`src/rtl/pzcorebus_outstanding_limiter_if.sv`:
```
// Minimal pzcorebus package and command/data/response interface used by the outstanding limiter.
// A zero field in the bus configuration selects the default width for that field.
package pzcorebus_pkg;
    typedef struct packed {
        logic [15:0] id_width;
        logic [15:0] address_width;
        logic [15:0] data_width;
        logic [15:0] length_width;
    } pzcorebus_config;

    typedef enum logic [2:0] {
        PZCOREBUS_NULL               = 3'b000,
        PZCOREBUS_READ               = 3'b001,
        PZCOREBUS_WRITE              = 3'b010,
        PZCOREBUS_WRITE_NON_POSTED   = 3'b011,
        PZCOREBUS_BROADCAST          = 3'b100,
        PZCOREBUS_ATOMIC             = 3'b101,
        PZCOREBUS_MESSAGE            = 3'b110,
        PZCOREBUS_MESSAGE_NON_POSTED = 3'b111
    } pzcorebus_command_type;

    typedef enum logic {
        PZCOREBUS_RESPONSE           = 1'b0,
        PZCOREBUS_RESPONSE_WITH_DATA = 1'b1
    } pzcorebus_response_type;

    function automatic int get_id_width(pzcorebus_config cfg);
        return (cfg.id_width != 16'd0) ? int'(cfg.id_width) : 4;
    endfunction

    function automatic int get_address_width(pzcorebus_config cfg);
        return (cfg.address_width != 16'd0) ? int'(cfg.address_width) : 32;
    endfunction

    function automatic int get_data_width(pzcorebus_config cfg);
        return (cfg.data_width != 16'd0) ? int'(cfg.data_width) : 32;
    endfunction

    function automatic int get_length_width(pzcorebus_config cfg);
        return (cfg.length_width != 16'd0) ? int'(cfg.length_width) : 8;
    endfunction
endpackage

interface pzcorebus_if #(
    parameter pzcorebus_pkg::pzcorebus_config BUS_CONFIG = '0
);
    localparam int ID_WIDTH      = pzcorebus_pkg::get_id_width(BUS_CONFIG);
    localparam int ADDRESS_WIDTH = pzcorebus_pkg::get_address_width(BUS_CONFIG);
    localparam int DATA_WIDTH    = pzcorebus_pkg::get_data_width(BUS_CONFIG);
    localparam int LENGTH_WIDTH  = pzcorebus_pkg::get_length_width(BUS_CONFIG);

    logic                                   mcmd_valid;
    logic                                   scmd_accept;
    pzcorebus_pkg::pzcorebus_command_type   mcmd;
    logic [ID_WIDTH-1:0]                    mid;
    logic [ADDRESS_WIDTH-1:0]               maddr;
    logic [LENGTH_WIDTH-1:0]                mlength;
    logic                                   mdata_valid;
    logic                                   sdata_accept;
    logic [DATA_WIDTH-1:0]                  mdata;
    logic                                   mdata_last;
    logic                                   sresp_valid;
    logic                                   mresp_accept;
    pzcorebus_pkg::pzcorebus_response_type  sresp;
    logic [ID_WIDTH-1:0]                    sid;
    logic                                   serror;
    logic [DATA_WIDTH-1:0]                  sdata;
    logic [1:0]                             sresp_last;

    modport master (
        output mcmd_valid, mcmd, mid, maddr, mlength,
        output mdata_valid, mdata, mdata_last,
        output mresp_accept,
        input  scmd_accept, sdata_accept,
        input  sresp_valid, sresp, sid, serror, sdata, sresp_last
    );

    modport slave (
        input  mcmd_valid, mcmd, mid, maddr, mlength,
        input  mdata_valid, mdata, mdata_last,
        input  mresp_accept,
        output scmd_accept, sdata_accept,
        output sresp_valid, sresp, sid, serror, sdata, sresp_last
    );
endinterface

```
`src/rtl/pzcorebus_outstanding_limiter.sv`:
```
// Throttles non-posted commands to MAX_OUTSTANDING in flight and offers a drain/idle handshake.
// Optional stall counter: PZCOREBUS_OUTSTANDING_LIMITER_STALL_COUNTER_EN.
module pzcorebus_outstanding_limiter
    import pzcorebus_pkg::*;
#(
    parameter pzcorebus_config BUS_CONFIG          = '0,
    parameter int              MAX_OUTSTANDING     = 8,
    parameter int              COUNT_WIDTH         = $clog2(MAX_OUTSTANDING + 1),
    parameter int              STALL_COUNTER_WIDTH = 32
)(
    input  logic                           i_clk,
    input  logic                           i_rst_n,
    input  logic                           i_clear,
    input  logic                           i_drain,
    output logic                           o_idle,
    output logic [COUNT_WIDTH-1:0]         o_outstanding_count,
    output logic                           o_limit_reached,
    output logic [STALL_COUNTER_WIDTH-1:0] o_stall_count,
    pzcorebus_if.slave                     slave_if,
    pzcorebus_if.master                    master_if
);
    typedef enum logic [1:0] {
        RUN   = 2'd0,
        DRAIN = 2'd1,
        IDLE  = 2'd2
    } state_e;

    state_e                 state;
    state_e                 state_next;
    logic [COUNT_WIDTH-1:0] count;
    logic                   non_posted;
    logic                   limit_reached;
    logic                   block;
    logic                   count_up;
    logic                   count_down;

    // Only registered state feeds block, so a freed slot is usable one cycle later.
    assign non_posted    = !(slave_if.mcmd inside {PZCOREBUS_WRITE, PZCOREBUS_BROADCAST, PZCOREBUS_MESSAGE});
    assign limit_reached = (count == COUNT_WIDTH'(MAX_OUTSTANDING));
    assign block         = (state != RUN) || (limit_reached && non_posted);

    assign master_if.mcmd_valid = slave_if.mcmd_valid && !block;
    assign slave_if.scmd_accept = master_if.scmd_accept && !block;
    assign master_if.mcmd       = slave_if.mcmd;
    assign master_if.mid        = slave_if.mid;
    assign master_if.maddr      = slave_if.maddr;
    assign master_if.mlength    = slave_if.mlength;

    assign master_if.mdata_valid  = slave_if.mdata_valid;
    assign master_if.mdata        = slave_if.mdata;
    assign master_if.mdata_last   = slave_if.mdata_last;
    assign slave_if.sdata_accept  = master_if.sdata_accept;

    assign slave_if.sresp_valid   = master_if.sresp_valid;
    assign slave_if.sresp         = master_if.sresp;
    assign slave_if.sid           = master_if.sid;
    assign slave_if.serror        = master_if.serror;
    assign slave_if.sdata         = master_if.sdata;
    assign slave_if.sresp_last    = master_if.sresp_last;
    assign master_if.mresp_accept = slave_if.mresp_accept;

    assign count_up   = slave_if.mcmd_valid && slave_if.scmd_accept && non_posted;
    assign count_down = master_if.sresp_valid && slave_if.mresp_accept && master_if.sresp_last[0];

    always_ff @(posedge i_clk or negedge i_rst_n) begin
        if (!i_rst_n) begin
            count <= '0;
        end else if (i_clear) begin
            count <= '0;
        end else if (count_up && !count_down) begin
            count <= count + COUNT_WIDTH'(1);
        end else if (count_down && !count_up && (count != '0)) begin
            count <= count - COUNT_WIDTH'(1);
        end
    end

    always_ff @(posedge i_clk or negedge i_rst_n) begin
        if (!i_rst_n) begin
            state <= RUN;
        end else if (i_clear) begin
            state <= RUN;
        end else begin
            state <= state_next;
        end
    end

    always_comb begin
        state_next = state;
        case (state)
            RUN:     if (i_drain) state_next = DRAIN;
            DRAIN:   if (!i_drain) state_next = RUN;
                     else if (count == '0) state_next = IDLE;
            IDLE:    if (!i_drain) state_next = RUN;
            default: state_next = RUN;
        endcase
    end

    assign o_idle              = (state == IDLE);
    assign o_outstanding_count = count;
    assign o_limit_reached     = limit_reached;

`ifdef PZCOREBUS_OUTSTANDING_LIMITER_STALL_COUNTER_EN
    logic [STALL_COUNTER_WIDTH-1:0] stall_count;
    logic                           stall;

    assign stall = slave_if.mcmd_valid && (state == RUN) && limit_reached && non_posted;

    always_ff @(posedge i_clk or negedge i_rst_n) begin
        if (!i_rst_n) begin
            stall_count <= '0;
        end else if (i_clear) begin
            stall_count <= '0;
        end else if (stall && !(&stall_count)) begin
            stall_count <= stall_count + STALL_COUNTER_WIDTH'(1);
        end
    end

    assign o_stall_count = stall_count;
`else
    assign o_stall_count = '0;
`endif

    // Underflow is tolerated in hardware (count holds at 0) but flagged in simulation.
    always_ff @(posedge i_clk) begin
        if (i_rst_n && !i_clear) begin
            assert (!(count_down && !count_up && (count == '0)));
        end
        if (i_rst_n) begin
            assert (count <= COUNT_WIDTH'(MAX_OUTSTANDING));
        end
        assert (int'($bits(master_if.mdata)) == get_data_width(BUS_CONFIG));
    end
endmodule

```
`src/flat_wrapper.sv`:
```
// flat-port wrapper written by rule: the top's interface ports become plain ports
module pzcorebus_outstanding_limiter_flat import pzcorebus_pkg::*;
#(
    parameter pzcorebus_config BUS_CONFIG          = '0,
    parameter int              MAX_OUTSTANDING     = 8,
    parameter int              COUNT_WIDTH         = $clog2(MAX_OUTSTANDING + 1),
    parameter int              STALL_COUNTER_WIDTH = 32
)
  (i_clk, i_rst_n, i_clear, i_drain, o_idle, o_outstanding_count, o_limit_reached, o_stall_count, slave_if_mcmd_valid, slave_if_mcmd, slave_if_mid, slave_if_maddr, slave_if_mlength, slave_if_mdata_valid, slave_if_mdata, slave_if_mdata_last, slave_if_mresp_accept, slave_if_scmd_accept, slave_if_sdata_accept, slave_if_sresp_valid, slave_if_sresp, slave_if_sid, slave_if_serror, slave_if_sdata, slave_if_sresp_last, master_if_mcmd_valid, master_if_mcmd, master_if_mid, master_if_maddr, master_if_mlength, master_if_mdata_valid, master_if_mdata, master_if_mdata_last, master_if_mresp_accept, master_if_scmd_accept, master_if_sdata_accept, master_if_sresp_valid, master_if_sresp, master_if_sid, master_if_serror, master_if_sdata, master_if_sresp_last);
  pzcorebus_if #(.BUS_CONFIG(BUS_CONFIG)) slave_if_i ();
  pzcorebus_if #(.BUS_CONFIG(BUS_CONFIG)) master_if_i ();
  input  logic i_clk;
  input  logic i_rst_n;
  input  logic i_clear;
  input  logic i_drain;
  output logic o_idle;
  output logic [COUNT_WIDTH-1:0] o_outstanding_count;
  output logic o_limit_reached;
  output logic [STALL_COUNTER_WIDTH-1:0] o_stall_count;
  input wire logic [$bits(slave_if_i.mcmd_valid)-1:0] slave_if_mcmd_valid;
  input wire logic [$bits(slave_if_i.mcmd)-1:0] slave_if_mcmd;
  input wire logic [$bits(slave_if_i.mid)-1:0] slave_if_mid;
  input wire logic [$bits(slave_if_i.maddr)-1:0] slave_if_maddr;
  input wire logic [$bits(slave_if_i.mlength)-1:0] slave_if_mlength;
  input wire logic [$bits(slave_if_i.mdata_valid)-1:0] slave_if_mdata_valid;
  input wire logic [$bits(slave_if_i.mdata)-1:0] slave_if_mdata;
  input wire logic [$bits(slave_if_i.mdata_last)-1:0] slave_if_mdata_last;
  input wire logic [$bits(slave_if_i.mresp_accept)-1:0] slave_if_mresp_accept;
  output wire logic [$bits(slave_if_i.scmd_accept)-1:0] slave_if_scmd_accept;
  output wire logic [$bits(slave_if_i.sdata_accept)-1:0] slave_if_sdata_accept;
  output wire logic [$bits(slave_if_i.sresp_valid)-1:0] slave_if_sresp_valid;
  output wire logic [$bits(slave_if_i.sresp)-1:0] slave_if_sresp;
  output wire logic [$bits(slave_if_i.sid)-1:0] slave_if_sid;
  output wire logic [$bits(slave_if_i.serror)-1:0] slave_if_serror;
  output wire logic [$bits(slave_if_i.sdata)-1:0] slave_if_sdata;
  output wire logic [$bits(slave_if_i.sresp_last)-1:0] slave_if_sresp_last;
  output wire logic [$bits(master_if_i.mcmd_valid)-1:0] master_if_mcmd_valid;
  output wire logic [$bits(master_if_i.mcmd)-1:0] master_if_mcmd;
  output wire logic [$bits(master_if_i.mid)-1:0] master_if_mid;
  output wire logic [$bits(master_if_i.maddr)-1:0] master_if_maddr;
  output wire logic [$bits(master_if_i.mlength)-1:0] master_if_mlength;
  output wire logic [$bits(master_if_i.mdata_valid)-1:0] master_if_mdata_valid;
  output wire logic [$bits(master_if_i.mdata)-1:0] master_if_mdata;
  output wire logic [$bits(master_if_i.mdata_last)-1:0] master_if_mdata_last;
  output wire logic [$bits(master_if_i.mresp_accept)-1:0] master_if_mresp_accept;
  input wire logic [$bits(master_if_i.scmd_accept)-1:0] master_if_scmd_accept;
  input wire logic [$bits(master_if_i.sdata_accept)-1:0] master_if_sdata_accept;
  input wire logic [$bits(master_if_i.sresp_valid)-1:0] master_if_sresp_valid;
  input wire logic [$bits(master_if_i.sresp)-1:0] master_if_sresp;
  input wire logic [$bits(master_if_i.sid)-1:0] master_if_sid;
  input wire logic [$bits(master_if_i.serror)-1:0] master_if_serror;
  input wire logic [$bits(master_if_i.sdata)-1:0] master_if_sdata;
  input wire logic [$bits(master_if_i.sresp_last)-1:0] master_if_sresp_last;
  assign slave_if_i.mcmd_valid = slave_if_mcmd_valid;
  assign slave_if_i.mcmd = slave_if_mcmd;
  assign slave_if_i.mid = slave_if_mid;
  assign slave_if_i.maddr = slave_if_maddr;
  assign slave_if_i.mlength = slave_if_mlength;
  assign slave_if_i.mdata_valid = slave_if_mdata_valid;
  assign slave_if_i.mdata = slave_if_mdata;
  assign slave_if_i.mdata_last = slave_if_mdata_last;
  assign slave_if_i.mresp_accept = slave_if_mresp_accept;
  assign slave_if_scmd_accept = slave_if_i.scmd_accept;
  assign slave_if_sdata_accept = slave_if_i.sdata_accept;
  assign slave_if_sresp_valid = slave_if_i.sresp_valid;
  assign slave_if_sresp = slave_if_i.sresp;
  assign slave_if_sid = slave_if_i.sid;
  assign slave_if_serror = slave_if_i.serror;
  assign slave_if_sdata = slave_if_i.sdata;
  assign slave_if_sresp_last = slave_if_i.sresp_last;
  assign master_if_mcmd_valid = master_if_i.mcmd_valid;
  assign master_if_mcmd = master_if_i.mcmd;
  assign master_if_mid = master_if_i.mid;
  assign master_if_maddr = master_if_i.maddr;
  assign master_if_mlength = master_if_i.mlength;
  assign master_if_mdata_valid = master_if_i.mdata_valid;
  assign master_if_mdata = master_if_i.mdata;
  assign master_if_mdata_last = master_if_i.mdata_last;
  assign master_if_mresp_accept = master_if_i.mresp_accept;
  assign master_if_i.scmd_accept = master_if_scmd_accept;
  assign master_if_i.sdata_accept = master_if_sdata_accept;
  assign master_if_i.sresp_valid = master_if_sresp_valid;
  assign master_if_i.sresp = master_if_sresp;
  assign master_if_i.sid = master_if_sid;
  assign master_if_i.serror = master_if_serror;
  assign master_if_i.sdata = master_if_sdata;
  assign master_if_i.sresp_last = master_if_sresp_last;
  pzcorebus_outstanding_limiter #(.BUS_CONFIG(BUS_CONFIG), .MAX_OUTSTANDING(MAX_OUTSTANDING), .COUNT_WIDTH(COUNT_WIDTH), .STALL_COUNTER_WIDTH(STALL_COUNTER_WIDTH)) u_core (.i_clk(i_clk), .i_rst_n(i_rst_n), .i_clear(i_clear), .i_drain(i_drain), .o_idle(o_idle), .o_outstanding_count(o_outstanding_count), .o_limit_reached(o_limit_reached), .o_stall_count(o_stall_count), .slave_if(slave_if_i), .master_if(master_if_i));
endmodule
```
`config.mk`:
```
export PLATFORM = sky130hd
export DESIGN_NAME = pzcorebus_outstanding_limiter_flat
export DESIGN_NICKNAME = d
export VERILOG_FILES = /design/src/rtl/pzcorebus_outstanding_limiter_if.sv /design/src/rtl/pzcorebus_outstanding_limiter.sv /design/src/flat_wrapper.sv
export SDC_FILE = /design/constraint.sdc
export NUM_CORES = 1
export LEC_CHECK = 0
export ABC_AREA = 1
export CORE_AREA = 2 2 113 115
export CTS_BUF_LIST = sky130_fd_sc_hd__clkbuf_16
export CTS_CLUSTER_DIAMETER = 60
export DETAILED_ROUTE_END_ITERATION = 10
export DIE_AREA = 0 0 115 117
export SETUP_SLACK_MARGIN = 0.02
export SLEW_MARGIN = 20
export SYNTH_ARGS = -nofsm -noshare
export SYNTH_HDL_FRONTEND = slang
export SYNTH_SLANG_ARGS = --single-unit
```
`constraint.sdc`:
```
create_clock -name i_clk -period 3 [get_ports i_clk]
set_clock_uncertainty 0.2 [all_clocks]
set_input_delay 0.3 -clock i_clk [delete_from_list [all_inputs] [get_ports i_clk]]
set_output_delay 0.3 -clock i_clk [all_outputs]
set_load 0.03 [all_outputs]
```
==> results.ini, run 1 <==
[outcome]
status = finished clean

[placement]
place_ws_ns = 0.3504
io_buffers = 25
hpwl_um = 3209
routabilityCongestion = 0.7738
placed_area_sq_um = 1119
dp.cells = 283

[floorplanning]
die_area_sq_um = 13460
ios = 294
num_rows = 41
fp.dieW_um = 115
die_h_um = 117
fp.coreArea_sq_um = 12310
start_util_pct = 14.10

[worst_setup_path]
crit_required_ns = 2.50
end_kind = primary output
critPathKind = input pin to primary output
rr_startpoint = u_core.state[1]
cp_data_arrival_time_ns = 2.03
cp-start-kind = input pin
crit_fanout = 3
critPathLaunch = slave_if_mcmd[0]

[clock_tree]
cts_buffers = 3
clock_latency_ns = 0.23
cts_resized = 0
clock_path_buffers = 2
cts_hold_buffers = 0
cts_max_level = 1
cts_tree = yes
cts-root-buf = clkbuf_16
path_clk_slew_ns = 0.04
cts_setup_buffers = 0
clock-sinks = 6

[worst_hold_path]
min_path_type = input pin to async pin

[synth]
dominantRegCellSynth = dfrtp_1
netlist-cell-type-count = 26
ys_top_cells_by_count = buf_4, nand2_1, inv_1
syn_area_sq_um = 1735
synth_top_cell_area_share_pct = 67.48
synth.avg_cell_area_sq_um = 7.448
synthArstFlopShare_pct = 100.0
netlist_instances = 233
synthTopCellsByArea = buf_4, dfrtp_1, nand2_1
ys_seq_area_share_pct = 8.652
yosys.area.top_type = buf_4
synth_seq_cells = 6
synth_edf_count = 0
ys_warn_count = 0
synth.most_common_cell = buf_4

[detailed_routing]
ant_nets = 0
drc = 0
drt_iter0_markers = 27
wl_um = 3627
drt_first_pass_iters = 4
num_vias = 873
wire_per_inst_um = 12.68
via_per_inst = 3.052

[finish]
area_growth_pct = -31.22
drive_gt1_share_pct = 11.03
final_area_sq_um = 1194
antenna_cells = 0
utilization_pct = 9.695
layout.nets = 271
final-instance-count-excl-fill = 286

[sta]
min_period_ns = 2.530
max_freq_mhz = 395.2
tns_ns = 0
hold_violations = 0
setup_slack_ns = 0.4697
finalSetupViolCount = 0
period_share_pct = 84.34
rsz0062_at_grt = no
timing.final.max_slew_violations = 0

[pwr]
cellPowerDensity_nw_per_um2 = 557.8
peakVddDrop_mv = 0.1413
leakagePower_nw = 0.5210

[global_routing]
antenna_found_initial = 1
grt_use_total_pct = 5.175
grt_pass1_wl_um = 4892
grt_pass1_vias = 799
grt-ovfl-total = 0
grt_start_max_net_pins = 9

[flow_run]
drv_cap = 0

==> critical path, cell delays in order <==
cell             delay, ns
clkdlybuf4s50_1       0.43
o21bai_1              0.22
a21oi_4               0.20
inv_1                 0.07
nor2_1                0.12
clkdlybuf4s50_1       0.69
==> metal layers <==
layer  global-route usage [%]  part of all wire (%)
met1                    2.897                    21
met2                    7.529                    41
met3                    6.385                    27
met4                    5.462                    11
met5                        0                  0.33
==> where the power goes <==
group | internal, W | switching (W) | total [W]
Combinational | 0.000114 | 0.000222 | 0.000336
Sequential | 0.0000973 | 0.0000208 | 0.000118
Clock | 0.000171 | 0.0000413 | 0.000212
==> placed cells by master, fill, tap and decap left out, drive strengths merged <==
cell type      synthesis  routed
a21oi                  3       3
a31o                   1       1
a31oi                  1       1
clkbuf                 0       3
clkdlybuf4s50          0      25
conb                   1      32
dfrtp                  6       6
fa                     1       1
ha                     2       2
inv                   14      14
nand2                 20      20
nand3                  4       4
nand4                  5       5
nor2                  13      13
o211ai                 1       1
o21ai                  3       3
o21bai                 1       1
xnor2                  1       1
==> cells by family after synthesis <==
kind of cell,count (synthesis),synth area share [%]
buffers and inverters,170,70.51
and+or+nand+nor,42,12.76
AOI/OAI and AO/OA,10,4.759
DFF,6,8.652
adders and majority gates,3,2.595
xor gates and xnor gates,1,0.5048
other,1,0.2161
==> worst paths after layout <==
| path | endpoint | slack (ns) | cells after the start |
|---|---|---|---|
| worst max-delay path | slave_if_scmd_accept | 0.47 | 6 |
| worst min-delay path | u_core.state[1] | 0.14 | 1 |
| worst max register to register | u_core.o_outstanding_count[3] | 0.67 | 13 |
| worst min register to register | u_core.state[1] | 0.43 | 3 |
| max in group asynchronous | u_core.o_outstanding_count[2] | 2.22 | 1 |
| min in group i_clk | master_if_mdata[10] | 0.40 | 0 |
==> registers in the layout, summed over array words and instances (netlist names) <==
register / cells
u_core.state: 2
u_core.o_outstanding_count: 4
==> cell type report <==
type	count	area, sq um
Sequential cell	6	150.1
Inverter	14	52.55
Clock buffer	3	75.07
Multi-Input combinational cell	88	478.0
Fill cell	1437	11120
Timing Repair Buffer	25	250.2
Tap cell	150	187.7
==> stage by stage <==
step	hold WS [ns]	power, W
2_1_floorplan	-0.1956	0.0006875
3_3_place_gp	0.3781	0.0004508
3_5_place_dp	0.3829	0.0004545
4_1_cts	0.1477	0.0006679
5_1_grt	0.1493	0.0007142
6_report	0.1366	0.0006659
(Power assumes the default switching activity.)
==> run 2, diff against run 1 <==
==> constraint.sdc (replaced) <==
create_clock -name i_clk -period 2.65 [get_ports i_clk]
set_clock_uncertainty 0.2 [all_clocks]
set_input_delay 0.265 -clock i_clk [delete_from_list [all_inputs] [get_ports i_clk]]
set_output_delay 0.265 -clock i_clk [all_outputs]
set_load 0.03 [all_outputs]
==> results.ini, run 2 (synthesized netlist as in run 1, its figures left out) <==
[outcome]
status = finished clean

[worst_setup_path]
cp-start-kind = input pin
cp_data_arrival_time_ns = 2.00
r2r-end = u_core.o_outstanding_count[3]
ff2ff_setup_slack_ns = 0.46
r2r_cells = 13
timing.critical_path.slowest_cell_delay_ns = 0.69
cp_cell_sequence = clkdlybuf4s50_1 -> o21bai_1 -> a21oi_4 -> inv_1 -> nor2_1 -> clkdlybuf4s50_1
crit_family = buffers and inverters
critPathKind = input pin to primary output
crit_required_ns = 2.18
cp_common_cell = clkdlybuf4s50_1
timing.critical_path.buf_inv = 3
crit_cells = 6
crit_end = slave_if_scmd_accept
critPathLaunch = slave_if_mcmd[0]
rr_startpoint = u_core.state[1]
crit_fanout = 3
end_kind = primary output
crit_path_top_delay_cell = clkdlybuf4s50_1

[global_routing]
antenna_found_initial = 1
grt_pass1_vias = 750
grt_use_total_pct = 4.902
grt-ovfl-total = 0
grt_start_max_net_pins = 7
grt_pass1_wl_um = 4588

[floorplanning]
die_h_um = 117
die_area_sq_um = 13460
num_rows = 41
fp.dieW_um = 115
ios = 294
start_util_pct = 14.10
fp.coreArea_sq_um = 12310

[worst_hold_path]
min_path_type = input pin to async pin

[sta]
hold_violations = 0
timing.final.max_slew_violations = 0
min_period_ns = 2.468
tns_ns = 0
max_freq_mhz = 405.2
finalSetupViolCount = 0
rsz0062_at_grt = no
period_share_pct = 93.14

[detailed_routing]
via_per_inst = 3.024
drc = 0
num_vias = 868
wire_per_inst_um = 12.48
drt_iter0_markers = 57
drt_first_pass_iters = 4
ant_nets = 0
wl_um = 3581

[clock_tree]
clock_path_buffers = 2
clock-sinks = 6
cts-root-buf = clkbuf_16
cts_max_level = 1
cts_hold_buffers = 0
cts_tree = yes
cts_resized = 0
cts_buffers = 3
path_clk_slew_ns = 0.03
cts_setup_buffers = 0
clock_latency_ns = 0.23

[finish]
final_common_cell = conb_1
antenna_cells = 0
largest_reg_flops = 4
layout.nets = 272
drive_gt1_share_pct = 11.68
n_fill_cell = 1437
layout_common_cells = conb_1, clkdlybuf4s50_1, nand2_1, inv_1, nor2_1
final_area_sq_um = 1201
multi_input_area_sq_um = 478.0
register_area_sq_um = 150.1
area_growth_pct = -30.79

[placement]
hpwl_um = 3177
io_buffers = 25
routabilityCongestion = 0.7699
placed_area_sq_um = 1126

[pwr]
leakagePower_nw = 0.5253
cellPowerDensity_nw_per_um2 = 626.3
peakVddDrop_mv = 0.1429

[flow_run]
drv_cap = 0

-- run 2: cell count changes in the layout (fill, tap and decap cells not counted) --
cell   change
buf_4      +1
-- run 2: worst min path at each step --
stage	cells past startpoint	start	slack [ns]	end
3_3_place_gp	0	slave_if_maddr[13]	0.33	master_if_maddr[13]
6_report	1	i_rst_n	0.09	u_core.o_outstanding_count[3]
5_1_grt	1	i_rst_n	0.11	u_core.o_outstanding_count[3]
2_1_floorplan	0	i_rst_n	-0.23	u_core.o_outstanding_count[0]
4_1_cts	1	i_rst_n	0.10	u_core.o_outstanding_count[3]
3_5_place_dp	0	slave_if_maddr[13]	0.33	master_if_maddr[13]
-- run 2: layer usage --
layer | GRT usage [%] | routed length, um
met3 | 6.231 | 920
met2 | 6.863 | 1484
met4 | 5.462 | 388
met1 | 2.739 | 774
met5 | 0 | 12
-- run 2: through the flow --
stage / setup WS (ns) / power, W / instances / hold WS [ns] / utilization, %
after floorplan: 0.2841 / 0.0007783 / 264 / -0.2306 / -
after global placement: 0.1419 / 0.0005122 / 284 / 0.3302 / 9.146
after detailed placement: 0.1265 / 0.0005159 / 284 / 0.3302 / 9.146
after CTS: 0.1306 / 0.0007622 / 287 / 0.1009 / 9.756
after global routing: 0.04923 / 0.0008061 / 287 / 0.1127 / 9.756
final: 0.1819 / 0.0007523 / 287 / 0.08721 / 9.756
-- run 2: power by group --
part	internal, W	switching, W	total, W	leakage, nW
sequential	0.000110	0.0000235	0.000134	0.0801
clock	0.000193	0.0000482	0.000242	0.0370
combinational	0.000130	0.000247	0.000377	0.408
-- run 2: area by class of cell --
cell class              instances  share of cell area (%)
clock buffers                   3                   6.250
inverters                      14                   4.375
multi-input cells              88                   39.79
flip-flops and latches          6                   12.50
well taps                     150                   15.63
repair buffers                 26                   21.46
-- run 2: worst reg2reg max path: cells and delay by family (launching register included) --
family                   cells  cell delay [ns]
AND/OR/NAND/NOR              8             0.66
flip-flops                   1             0.39
AO/OA/AOI/OAI                2             0.35
buffers and inverters        2             0.14
adder cells (fa/ha/maj)      1             0.33
==> run 3, diff against run 2 <==
--- a/config.mk
+++ b/config.mk
@@ -9,9 +9,11 @@
 export CORE_AREA = 2 2 113 115
 export CTS_BUF_LIST = sky130_fd_sc_hd__clkbuf_16
 export CTS_CLUSTER_DIAMETER = 60
+export CTS_CLUSTER_SIZE = 20
 export DETAILED_ROUTE_END_ITERATION = 10
 export DIE_AREA = 0 0 115 117
 export SETUP_SLACK_MARGIN = 0.02
+export SKIP_LAST_GASP = 1
 export SLEW_MARGIN = 20
 export SYNTH_ARGS = -nofsm -noshare
 export SYNTH_HDL_FRONTEND = slang
==> results of run 3 <==
Final layout, timing and power as in run 2 (identical DEF).
